[src/rtl/dec_scan_seq_if.sv]
// Select/strobe bus for the registered scanning decoder.
// The master (control logic) drives enable, mode, select and load; the
// slave (decoder) returns the active-low strobes, the decoded select and
// the scan wrap pulse.
interface dec_scan_seq_if #(
   parameter int SEL_W = 4
);
   logic                    enable_n;
   logic [1:0]              mode;
   logic [SEL_W-1:0]        sel_in;
   logic                    load;
   logic [(2**SEL_W)-1:0]   dec_n;
   logic [SEL_W-1:0]        cur_sel;
   logic                    wrap;

   modport master (
      output enable_n, mode, sel_in, load,
      input  dec_n, cur_sel, wrap
   );

   modport slave (
      input  enable_n, mode, sel_in, load,
      output dec_n, cur_sel, wrap
   );
endinterface

[src/rtl/dec_scan_seq.sv]
// Registered SEL_W-to-2**SEL_W active-low decoder with an auto-scan
// sequencer for row/bank strobing.
//
//   state     | meaning
//   ----------+-------------------------------------------------------
//   ST_DIRECT | cur_sel follows sel_in every edge, dwell counter held at 0
//   ST_UP     | cur_sel steps +1 every DWELL edges, wrap on max -> 0
//   ST_DOWN   | cur_sel steps -1 every DWELL edges, wrap on 0 -> max
//   ST_HOLD   | cur_sel and dwell counter frozen, strobe stays asserted
//
// The state register is the registered copy of the mode input. A change
// of mode is seen as mode != state at an edge; that edge restarts the
// dwell so the first step in a new scan mode is a full DWELL later.
// enable_n high blanks the strobes and freezes everything, including the
// state, so operation resumes exactly where it stopped.
module dec_scan_seq #(
   parameter int SEL_W = 4,
   parameter int DWELL = 1
) (
   input  logic             clk,
   input  logic             reset,
   dec_scan_seq_if.slave    bus
);

   localparam int OUT_W = 2**SEL_W;
   localparam int CNT_W = (DWELL > 1) ? $clog2(DWELL) : 1;

   localparam logic [CNT_W-1:0] CNT_MAX = CNT_W'(DWELL - 1);
   localparam logic [CNT_W-1:0] CNT_ONE = CNT_W'(1);
   localparam logic [SEL_W-1:0] SEL_ONE = SEL_W'(1);
   localparam logic [SEL_W-1:0] SEL_MAX = {SEL_W{1'b1}};

   generate
      if (SEL_W < 1 || SEL_W > 8) begin : g_bad_sel_w
         $error("dec_scan_seq: SEL_W must be in 1..8");
      end
      if (DWELL < 1 || DWELL > 65535) begin : g_bad_dwell
         $error("dec_scan_seq: DWELL must be in 1..65535");
      end
   endgenerate

   typedef enum logic [1:0] {
      ST_DIRECT = 2'b00,
      ST_UP     = 2'b01,
      ST_DOWN   = 2'b10,
      ST_HOLD   = 2'b11
   } mode_t;

   mode_t             state_q, state_d;
   mode_t             mode_req;
   logic [SEL_W-1:0]  sel_q, sel_d;
   logic [CNT_W-1:0]  cnt_q, cnt_d;
   logic [OUT_W-1:0]  dec_q, dec_d;
   logic              wrap_q, wrap_d;
   logic              dwell_done;

   assign mode_req   = mode_t'(bus.mode);
   assign dwell_done = (cnt_q == CNT_MAX);

   // State, select, dwell counter and output registers.
   always_ff @(posedge clk) begin
      if (reset) begin
         state_q <= ST_DIRECT;
         sel_q   <= '0;
         cnt_q   <= '0;
         dec_q   <= '1;
         wrap_q  <= 1'b0;
      end else begin
         state_q <= state_d;
         sel_q   <= sel_d;
         cnt_q   <= cnt_d;
         dec_q   <= dec_d;
         wrap_q  <= wrap_d;
      end
   end

   // Next-state, next select/dwell and registered-output decode.
   always_comb begin
      state_d = state_q;
      sel_d   = sel_q;
      cnt_d   = cnt_q;
      wrap_d  = 1'b0;
      dec_d   = '1;

      if (!bus.enable_n) begin
         state_d = mode_req;

         if (mode_req == ST_DIRECT) begin
            sel_d = bus.sel_in;
            cnt_d = '0;
         end else if (bus.load) begin
            // Load wins over any advance or wrap due at this edge.
            sel_d = bus.sel_in;
            cnt_d = '0;
         end else if (mode_req != state_q) begin
            cnt_d = '0;
         end else begin
            case (state_q)
               ST_UP: begin
                  if (dwell_done) begin
                     cnt_d  = '0;
                     sel_d  = sel_q + SEL_ONE;
                     wrap_d = (sel_q == SEL_MAX);
                  end else begin
                     cnt_d = cnt_q + CNT_ONE;
                  end
               end
               ST_DOWN: begin
                  if (dwell_done) begin
                     cnt_d  = '0;
                     sel_d  = sel_q - SEL_ONE;
                     wrap_d = (sel_q == '0);
                  end else begin
                     cnt_d = cnt_q + CNT_ONE;
                  end
               end
               ST_HOLD: begin
                  sel_d = sel_q;
                  cnt_d = cnt_q;
               end
               default: begin
                  sel_d = bus.sel_in;
                  cnt_d = '0;
               end
            endcase
         end

         dec_d        = '1;
         dec_d[sel_d] = 1'b0;
      end
   end

   assign bus.dec_n   = dec_q;
   assign bus.cur_sel = sel_q;
   assign bus.wrap    = wrap_q;

endmodule

[src/flat_wrapper.sv]
// flat-port wrapper written by rule: the top's interface ports become plain ports
module dec_scan_seq_flat 
#(
   parameter int SEL_W = 4,
   parameter int DWELL = 1
)
  (clk, reset, bus_enable_n, bus_mode, bus_sel_in, bus_load, bus_dec_n, bus_cur_sel, bus_wrap);
  dec_scan_seq_if #(.SEL_W(SEL_W)) bus_i ();
  input  logic clk;
  input  logic reset;
  input wire logic [$bits(bus_i.enable_n)-1:0] bus_enable_n;
  input wire logic [$bits(bus_i.mode)-1:0] bus_mode;
  input wire logic [$bits(bus_i.sel_in)-1:0] bus_sel_in;
  input wire logic [$bits(bus_i.load)-1:0] bus_load;
  output wire logic [$bits(bus_i.dec_n)-1:0] bus_dec_n;
  output wire logic [$bits(bus_i.cur_sel)-1:0] bus_cur_sel;
  output wire logic [$bits(bus_i.wrap)-1:0] bus_wrap;
  assign bus_i.enable_n = bus_enable_n;
  assign bus_i.mode = bus_mode;
  assign bus_i.sel_in = bus_sel_in;
  assign bus_i.load = bus_load;
  assign bus_dec_n = bus_i.dec_n;
  assign bus_cur_sel = bus_i.cur_sel;
  assign bus_wrap = bus_i.wrap;
  dec_scan_seq #(.SEL_W(SEL_W), .DWELL(DWELL)) u_core (.clk(clk), .reset(reset), .bus(bus_i));
endmodule
[config.mk]
export PLATFORM = sky130hd
export DESIGN_NAME = dec_scan_seq_flat
export DESIGN_NICKNAME = d
export VERILOG_FILES = /design/src/rtl/dec_scan_seq_if.sv /design/src/rtl/dec_scan_seq.sv /design/src/flat_wrapper.sv
export SDC_FILE = /design/constraint.sdc
export NUM_CORES = 1
export LEC_CHECK = 0
export ABC_AREA = 1
export CAP_MARGIN = 20
export CORE_ASPECT_RATIO = 0.9
export CORE_MARGIN = 2
export CORE_UTILIZATION = 35
export DETAILED_ROUTE_END_ITERATION = 8
export PLACE_DENSITY_LB_ADDON = 0.05
export REMOVE_ABC_BUFFERS = 1
export SYNTH_ARGS = -nofsm -noshare
export SYNTH_HDL_FRONTEND = slang
export SYNTH_SLANG_ARGS = --single-unit
[constraint.sdc]
create_clock -name clk -period 4.2 [get_ports clk]
set_clock_uncertainty 0.2 [all_clocks]
set_input_delay 0.42 -clock clk [delete_from_list [all_inputs] [get_ports clk]]
set_output_delay 0.42 -clock clk [all_outputs]
set_load 0.005 [all_outputs]
Yosys cells after proc, flatten, opt, wreduce, memory -nomap -nowiden
Index checks and enable logic that the tools add are counted.
{"block": "word_totals", "inputBits": 10, "register_bits": 24}
{"block": "classes", "eq_ne": 6, "n_mux": 17, "n_reduce_logical": 7, "bitwise_logic": 2, "magnitude_cmp": 2, "add_sub_neg": 3}
{"operator": "4-bit 2-to-1 mux", "count": 6}
{"operator": "16-bit inverter", "count": 1}
{"operator": "4-bit one-hot mux with 3 select lines", "count": 1}
{"operator": "1-bit 2-to-1 mux", "count": 7}
{"operator": "4-bit by 5-bit < comparator with 1-bit output (second input constant)", "count": 1}
{"operator": "5-bit OR reduction", "count": 1}
{"operator": "4-bit by 1-bit adder with 4-bit output (second input constant)", "count": 1}
{"operator": "1-bit demux with 4-bit select", "count": 1}
{"operator": "2-bit equality test (second input constant)", "count": 2}
{"operator": "4-bit equality test (second input constant)", "count": 1}
{"operator": "4-bit by 1-bit greater-or-equal comparator with 1-bit output (second input constant)", "count": 1}
{"operator": "4-bit zero test", "count": 1}
{"operator": "4-bit by 2-bit != test with 1-bit output (second input constant)", "count": 1}
{"operator": "1-bit one-hot mux with 2 select lines", "count": 2}
{"operator": "2-bit OR reduction", "count": 2}
{"operator": "4-bit by 1-bit subtractor with 4-bit output (second input constant)", "count": 1}
{"operator": "2-bit by 1-bit equality test with 1-bit output (second input constant)", "count": 1}
{"operator": "2-bit zero test", "count": 1}
{"operator": "2-bit != test", "count": 1}
{"operator": "2-bit AND reduction", "count": 1}
{"operator": "1-bit adder (second input constant)", "count": 1}
{"operator": "1-bit logical AND", "count": 1}
{"operator": "1-bit inverter", "count": 1}

Logic depth before layout (Yosys ltp)
Gate-level depths: netlist (run 1).
{"block": "depth", "word_depth": 12, "ltp_mapped": 14, "mapped_depth_nobuf": 14}

Worst setup path before layout (run 1)
Ideal clock, no wire load.
{"block": "synth_timing", "kind": "register to register", "from": "reg u_core.state_q[0]", "to": "reg u_core.sel_q[0], in the netlist u_core.bus.cur_sel[0]", "setup_time_ps": 121, "t_arrival_ps": 1495, "t_required_ps": 3879, "path_stages_with_launch": 10, "setup_slack_ps": 2384, "path_cell_list": "dfxtp_1 inv_1 ha_1 or2_2 o21ai_0 nand2_1 nand3_1 nand2_1 nand2_1 a21oi_1"}
{"block": "synth_via", "elab_chain_len": 6, "word_cells_on_any_way": 9, "classes_between": "eq/ne: 4; mux: 5"}
{"element": "start: declaration", "line_no": "dec_scan_seq.sv:49", "source": "mode_t state_q, state_d;"}
{"element": "start signal: assignment", "line_no": "dec_scan_seq.sv:69", "source": "state_q <= state_d;"}
{"element": "2-bit equality test or 2-bit by 1-bit equality test with 1-bit output (tied branches)", "line_no": "dec_scan_seq.sv:98", "source": "case (state_q)"}
{"element": "4-bit one-hot mux with 3 select lines", "line_no": "dec_scan_seq.sv:98"}
{"element": "4-bit 2-to-1 mux *", "line_no": "dec_scan_seq.sv:95", "source": "end else if (mode_req != state_q) begin"}
{"element": "4-bit 2-to-1 mux *", "line_no": "dec_scan_seq.sv:91", "source": "end else if (bus.load) begin"}
{"element": "4-bit 2-to-1 mux *", "line_no": "dec_scan_seq.sv:88", "source": "if (mode_req == ST_DIRECT) begin"}
{"element": "4-bit 2-to-1 mux *", "line_no": "dec_scan_seq.sv:85", "source": "if (!bus.enable_n) begin"}
{"element": "end signal: assignment", "line_no": "dec_scan_seq.sv:70", "source": "sel_q <= sel_d;"}
{"element": "end: declaration", "line_no": "dec_scan_seq.sv:51", "source": "logic [SEL_W-1:0] sel_q, sel_d;"}
Mark *: on every way between the ends. The rest lies on a longest branch, timed or not. The select of a mux whose other input is x is not followed.
A chain may end at the register's enable or synchronous reset.

Final worst setup path (run 1)
{"block": "layout_timing", "from": "reg u_core.sel_q[0], in the netlist u_core.bus.cur_sel[0]", "to": "reg u_core.dec_q[14], in the netlist u_core.bus.dec_n[14]"}
{"block": "layout_via", "elab_chain_len": 12, "word_cells_on_any_way": 15, "classes_between": "add/sub: 2; order compare: 2; mux: 9; bitwise: 1; reduce/logical: 1"}
{"element": "4-bit by 1-bit subtractor with 4-bit output or 4-bit by 1-bit adder with 4-bit output (tied branches)", "line_no": "dec_scan_seq.sv:111, dec_scan_seq.sv:102"}
{"element": "4-bit 2-to-1 mux, on equally long branches", "line_no": "dec_scan_seq.sv:109, dec_scan_seq.sv:100"}
{"element": "4-bit one-hot mux with 3 select lines", "line_no": "dec_scan_seq.sv:98"}
{"element": "4-bit 2-to-1 mux *", "line_no": "dec_scan_seq.sv:95"}
{"element": "4-bit 2-to-1 mux *", "line_no": "dec_scan_seq.sv:91"}
{"element": "4-bit 2-to-1 mux *", "line_no": "dec_scan_seq.sv:88"}
{"element": "4-bit 2-to-1 mux *", "line_no": "dec_scan_seq.sv:85"}
{"element": "4-bit by 5-bit < comparator with 1-bit output (implied by the code) or 4-bit by 1-bit greater-or-equal comparator with 1-bit output (tied branches)", "line_no": "dec_scan_seq.sv:129", "source": "dec_d[sel_d] = 1'b0;"}
{"element": "1-bit logical AND (implied by the code)", "line_no": "dec_scan_seq.sv:129"}
{"element": "1-bit 2-to-1 mux (implied by the code)", "line_no": "dec_scan_seq.sv:129"}
{"element": "1-bit demux with 4-bit select *"}
{"element": "16-bit inverter (no source line) *"}
{"element": "end signal: assignment", "line_no": "dec_scan_seq.sv:66", "source": "dec_q <= '1;"}
{"element": "end signal: assignment", "line_no": "dec_scan_seq.sv:72", "source": "dec_q <= dec_d;"}
{"element": "end: declaration", "line_no": "dec_scan_seq.sv:53", "source": "logic [OUT_W-1:0] dec_q, dec_d;"}
Marked as above.

==> metrics.md, run 1 <==
| Metric | Value |
|---|---|
| Netlist Area Pre-Place | `1200 um2` |
| Gr busiest metal | `met2` |
| Antenna violations before repair | `0` |
| Tmin final | `roughly 2100 ps` |
| Final core occ | `between 40% and 50%` |
| Register area share after synthesis | `38.3%` |
| Die width | `~66 um` |
| Via density | `between 4 and 5` |
| Routed vias | `approximately 1,100` |
| Worst endpoint data arrival time | `just over 2000 ps` |
| Pwr/cell area | `301 nW/um2` |
| Post-CTS Setup Repair Bufs | `0` |
| Gr ovfl total | `0` |
| Comb power frac | `a little under a quarter` |
| # DRC | `0` |
| Fraction of layout cells with a size suffix above 1 | `13.3%` |
| CP cell instances | `inv_2 -> ha_1 -> inv_1 -> nand2_1 -> nand3_1 -> nand2_1 -> nand3_1 -> nand2_1 -> nand2_1 -> nand2_2 -> nor2_2 -> nand2_1` |
| Routed WL per cell | `11.7 um` |
| Most frequent cells in the layout | `nand2_1, clkdlybuf4s50_1, dfxtp_1` |
| Internal power | `between 0.3 and 0.4 mW` |
| Worst path slowest cell | `dfxtp_1` |
| # hold bufs at CTS | `0` |
| Area growth syn-to-layout | `33.3%` |
| Cells after Synth | `169` |
| Clock Power Share | `~28%` |
| WHS | `343 ps` |
| First-pass GRT wire length | `~4800 um` |
| Min-Delay Path Class | `flip-flop to flip-flop` |
| Synthesized flop and latch total | `23` |
| Worst-margin pin slew | `between 400 and 500 ps` |
| Dpl hpwl | `2330 um` |
| Placement row count | `20` |
| CTS Sinks | `23` |
| First-pass iteration count of the detailed router | `4` |
| Antenna cells | `0` |
| Clock transition at path regs | `approximately 80 ps` |
| Filler cells | `345` |
| Initial DRC Count | `40` |
| Max transition margin | `between 70% and 80%` |
| Max Clk Rate | `~470 MHz` |
| Cts bufs inserted | `3` |
| Met1 Usage GRT | `a little over a fifth` |
| GR Util All Layers | `around 16%` |
| Max-slew violation count | `0` |
| GPL Wtd Cong | `around 0.76` |
| Worst skew pair latency | `roughly 260 ps` |
| Area of placed instances | `around 1600 um2` |
| WP data required | `4150 ps` |
| Setup crit end kind | `flip-flop` |
| RSZ-0062 raised after global routing | `no` |
| Switch Pwr | `roughly 0.14 mW` |
| Endpoints failing hold | `0` |
| Post-layout instance area | `between 1500 and 2000 um2` |
| Root buf cell | `clkbuf_8` |
| Die area | `around 3900 um2` |
| Nets@finish | `roughly 220` |
| Switching share of power | `29.7%` |
| Largest net degree at the start of global routing | `13` |
| CTS Buffer Depth | `2` |
| Final period utilization | `just over 50%` |
| Setup CP Type | `flip-flop to flip-flop` |
| Commonest non-fill, non-tap cell in the layout | `nand2_1` |
| CP Max Fanout | `10` |
| # IOs | `31` |
| Post-CTS resize count | `0` |
| Setup violators final | `0` |
| Max-Cap Viols | `0` |
| Final ANT Viol Nets | `0` |
| Routed WL | `~2900 um` |
| Die H | `59.6 um` |
| CTS HTree Levels | `1` |
| Yosys warns | `0` |
| Setup TNS Final | `0 ps` |
| Worst setup SP type | `flip-flop` |
| Highest ir drop seen on vdd | `between 0.2 and 0.25 mV` |
| Most frequent CP cell | `nand2_1` |
| Area of the multi-input gates | `between 600 and 700 um2` |
| IO Port Bufs | `30` |
| Reg power frac | `48.8%` |
| Pwr Total | `between 0.4 and 0.5 mW` |
| Core area | `between 3000 and 4000 um2` |
| Critical path's largest stage delay | `590 ps` |
| Synth unique cells | `21` |
| Initial Utilization | `36.2%` |
| M3 GR Usage | `under 10%` |
| GR Util met2 | `between 20% and 30%` |
| Status | `complete, no violations` |
| Leak | `slightly above 0.7 nW` |
| FF/Latch Area | `460 um2` |
| CTS tree | `done` |
| Number of global-route vias before repair | `approximately 1,100` |
| Syn_area_per_cell | `slightly above 7 um2` |
-- layer usage --
metal / part of all wire, % / up-vias
li1: - / 600
met1: 50 / 519
met2: 43 / 23
met3: 5.5 / 5
met4: 1.1 / 0
met5: 0 / -
-- Yosys cell counts (all sizes together) --
| cell type | n | area, um2 |
|---|---|---|
| nand2 | 61 | 259 |
| dfxtp | 23 | 460 |
| inv | 22 | 82.6 |
| nor2 | 19 | 98.8 |
| nand3 | 12 | 65.1 |
| a21oi | 11 | 58.8 |
| ha | 7 | 87.6 |
| o21ai | 7 | 35.0 |
| or2 | 2 | 12.5 |
| a41oi | 1 | 8.76 |
| nand4 | 1 | 6.26 |
| nor3 | 1 | 5.00 |
| o31ai | 1 | 7.51 |
| xnor2 | 1 | 16.3 |
-- power by group through the flow --
stage                     Clock [mW]  Combinational (mW)  Sequential, mW
after floorplan                    0              0.0722           0.238
after global placement             0               0.109           0.240
after detailed placement           0               0.111           0.241
after CTS                      0.141               0.111           0.235
after global routing           0.152               0.125           0.237
final                          0.136               0.111           0.235
-- state kept, by name, indices dropped and copies added, names as in the netlist --
name                count
u_core.state_q          2
u_core.bus.cur_sel      4
u_core.bus.dec_n       16
u_core.bus.wrap         1
-- cell families after synthesis --
logic type / synth area share, %
buffers and inverters: 6.86
AO/OA/AOI/OAI: 9.15
AND/OR/NAND/NOR: 37.1
XOR/XNOR: 1.35
flip-flops: 38.3
adder cells (fa/ha/maj): 7.28
-- worst max-delay path: cells and delay by family (launching register included) --
kind	cells	cell delay, ps
fa+ha+maj	1	320
buf+inv	2	170
flops	1	590
simple gates	9	730
-- per-stage QoR --
| step | cells | worst slack (ps) |
|---|---|---|
| finish | 247 | 2080 |
| detailed placement | 243 | 1930 |
| global placement | 243 | 1950 |
| global route | 247 | 1880 |
| CTS | 247 | 2080 |
| floorplan | 169 | 2380 |
-- worst paths after layout --
kind / from / end / slack (ps) / cells past startpoint
setup / recovery: u_core.bus.cur_sel[0] / u_core.bus.dec_n[14] / 2080 / 12
hold / removal: u_core.state_q[1] / u_core.state_q[1] / 340 / 2
setup reg to reg: u_core.bus.cur_sel[0] / u_core.bus.dec_n[14] / 2080 / 12
hold reg to reg: u_core.state_q[1] / u_core.state_q[1] / 340 / 2
-- area by class of cell --
class / instances / area share (%)
clock buffer: 4 / 2.81
inverter: 22 / 5.15
multi-input combinational: 124 / 41.2
sequential: 23 / 28.7
tap: 44 / 3.43
timing repair buffer: 30 / 18.7
Note: power is estimated with default switching activity, not from simulation.
==> run 2, diff against run 1 <==
clock period = 1.7 ns   (was 4.2 ns; I/O delays follow)
==> metrics.md, run 2 (synthesis results as in run 1) <==
| Metric | Value |
|---|---|
| Routed vias | `1,272 (+11%)` |
| Max Clk Rate | `549 MHz (+16%)` |
| Largest net degree at the start of global routing | `14 (+1)` |
| Met1 Usage GRT | `25.0% (+3.6 points)` |
| Setup violators final | `17 (+17)` |
| Worst setup SP type | `flip-flop` |
| CTS HTree Levels | `1 (unchanged)` |
| Worst skew pair latency | `260 ps (about the same)` |
| Worst-margin pin slew | `264 ps (-165 ps)` |
| Die H | `59.6 um (unchanged)` |
| Area of the multi-input gates | `865 um2 (+31%)` |
| Dpl hpwl | `2380 um (+1.9%)` |
| Placement row count | `20 (unchanged)` |
| Final worst slack | `-121 ps (-2200 ps)` |
| Die area | `3920 um2 (unchanged)` |
| CP cell instances | `inv_6 -> ha_4 -> buf_6 -> nand2_2 -> nor2_1 -> nor2_1 -> nand2_1 -> nand2_1 -> nand2_2 -> nand2_4 -> nand2_4 -> inv_4 -> nand2_2` |
| Setup crit end kind | `flip-flop` |
| Nets@finish | `242 (+9.5%)` |
| Commonest non-fill, non-tap cell in the layout | `nand2_1` |
| Number of flip-flops under the largest register name | `16 (unchanged)` |
| Hold Startpoint | `bus_mode[0]` |
| Initial DRC Count | `53 (+33%)` |
| GPL Wtd Cong | `0.847 (+12%)` |
| Max transition margin | `82.3% (+11 points)` |
| Critical path's largest stage delay | `410 ps (-180 ps)` |
| Status | `finished, violations left` |
| Die width | `65.8 um (unchanged)` |
| Setup Slack @ Placement | `-290 ps (-2220 ps)` |
| RSZ-0062 raised after global routing | `yes` |
| Worst endpoint data arrival time | `1770 ps (-300 ps)` |
| M3 GR Usage | `2.28% (-3.0 points)` |
| Gr ovfl total | `0 (unchanged)` |
| # IOs | `31 (unchanged)` |
| FF/Latch Area | `475 um2 (+3.3%)` |
| CTS Buffer Depth | `2 (unchanged)` |
| R2R Setup Slk | `-120 ps (-2200 ps)` |
| Hold Path End | `u_core.state_q[0]` |
| Initial Utilization | `36.2% (unchanged)` |
| Via density | `4.75 (+2.2%)` |
| Filler cells | `300 (-13%)` |
| Leak | `0.844 nW (+20%)` |
| Max-slew violation count | `0 (unchanged)` |
| Gr busiest metal | `met2` |
| First-pass iteration count of the detailed router | `4 (unchanged)` |
| Antenna cells | `0 (unchanged)` |
| Clock transition at path regs | `90 ps (about the same)` |
| Highest ir drop seen on vdd | `0.362 mV (+65%)` |
| First-pass GRT wire length | `5440 um (+13%)` |
| R2r endpoint | `u_core.bus.dec_n[2]` |
| Cts bufs inserted | `3 (unchanged)` |
| Routed WL | `3400 um (+18%)` |
| Final ANT Viol Nets | `0 (unchanged)` |
| WP data required | `1650 ps (-2500 ps)` |
| Pwr/cell area | `668 nW/um2 (+120%)` |
| GR Util All Layers | `18.2% (+1.9 points)` |
| Number of global-route vias before repair | `1,190 (+10%)` |
| Tmin final | `1820 ps (-297 ps)` |
| Hold depth | `3 (+1)` |
| Routed WL per cell | `12.7 um (+8.5%)` |
| CP Max Fanout | `4 (-6)` |
| Max-Cap Viols | `0 (unchanged)` |
| Worst r2r src | `u_core.state_q[1]` |
| Final period utilization | `107% (+57 points)` |
| Core area | `3330 um2 (unchanged)` |
| # DRC | `0 (unchanged)` |
| Failing checks | `negative setup slack` |
| CTS tree | `done` |
| Worst R2R Path Depth | `13 (+1)` |
| Most frequent cells in the layout | `nand2_1, clkdlybuf4s50_1, dfxtp_1` |
| Worst path slowest cell | `dfxtp_4` |
| IO Port Bufs | `30 (unchanged)` |
| CTS Sinks | `23 (unchanged)` |
| GR Util met2 | `30.6% (+4.8 points)` |
| Antenna violations before repair | `0 (unchanged)` |
| Area growth syn-to-layout | `66.6%` |
| Root buf cell | `clkbuf_8` |
| Min-Delay Path Class | `input pin to flip-flop` |
| Most frequent CP cell | `nand2_2` |
| Fraction of layout cells with a size suffix above 1 | `39.3% (+26 points)` |
| Final core occ | `60.3% (+12 points)` |
| Endpoints failing hold | `0 (unchanged)` |
| Setup CP Type | `flip-flop to flip-flop` |
==> run 2: cell count changes in the layout (fill, tap and decap cells not counted), sizes merged <==
cell	before	now
clkdlybuf4s50	30	29
dlygate4sd2	0	1
buf	0	20
clkinv	0	1
nand2	61	62
clkbuf	4	3
==> run 2: power by group <==
part           switching (mW)  total, mW  internal [mW]
combinational           0.235      0.426          0.191
sequential             0.0214      0.579          0.557
clock                   0.172      0.335          0.163
total                   0.429       1.34          0.912
==> run 2: cell type report <==
class                           instances  area share, %
Multi-Input combinational cell        125           43.1
Sequential cell                        23           23.7
Timing Repair Buffer                   50           23.1
Inverter                               22           4.99
Tap cell                               44           2.74
Clock buffer                            3           2.06
Clock inverter                          1          0.250
==> run 2: layer usage <==
metal	share of wire, %	vias to the layer above	wire (um)
met1	45	576	1520
met3	6.6	7	223
li1	-	642	-
met4	1.6	0	54
met5	0	-	0
met2	47	47	1600
==> run 2: worst max path at each step <==
stage,startpoint,endpoint,slack (ps)
3_5_place_dp,bus_mode[0],u_core.bus.dec_n[2],-290
4_1_cts,u_core.state_q[1],u_core.bus.dec_n[2],-90
3_3_place_gp,bus_mode[0],u_core.bus.dec_n[14],-290
5_1_grt,u_core.state_q[1],u_core.bus.dec_n[0],-200
6_report,u_core.state_q[1],u_core.bus.dec_n[2],-120
2_1_floorplan,u_core.state_q[0],u_core.bus.cur_sel[0],-120
==> run 2: timing repair <==
item | 4_1_cts | 5_1_grt
buffers inserted | 1 | 0
gates resized for setup | 45 | 25
cloned | 1 | 0
pin swaps | 17 | 17
setup endpoints to repair | 21 | 21
hold buffers | 0 | 0
==> run 2: stage by stage <==
step                hold WS [ps]  setup TNS [ps]  cell area, um2  std cells  power (mW)
floorplan                   59.4           -1840            1200        169       0.767
global placement             410           -4340            1700        262       0.904
detailed placement           424           -4960            1700        262       0.908
CTS                          274           -1050            1920        268        1.31
global route                 327           -2840            2010        268        1.41
finish                       267           -1440            2010        268        1.34
==> run 2: worst max-delay path, delay by kind of cell (launching register included) <==
family | cells | cell delay (ps)
simple gates | 9 | 680
flops | 1 | 410
buf+inv | 3 | 240
fa+ha+maj | 1 | 170
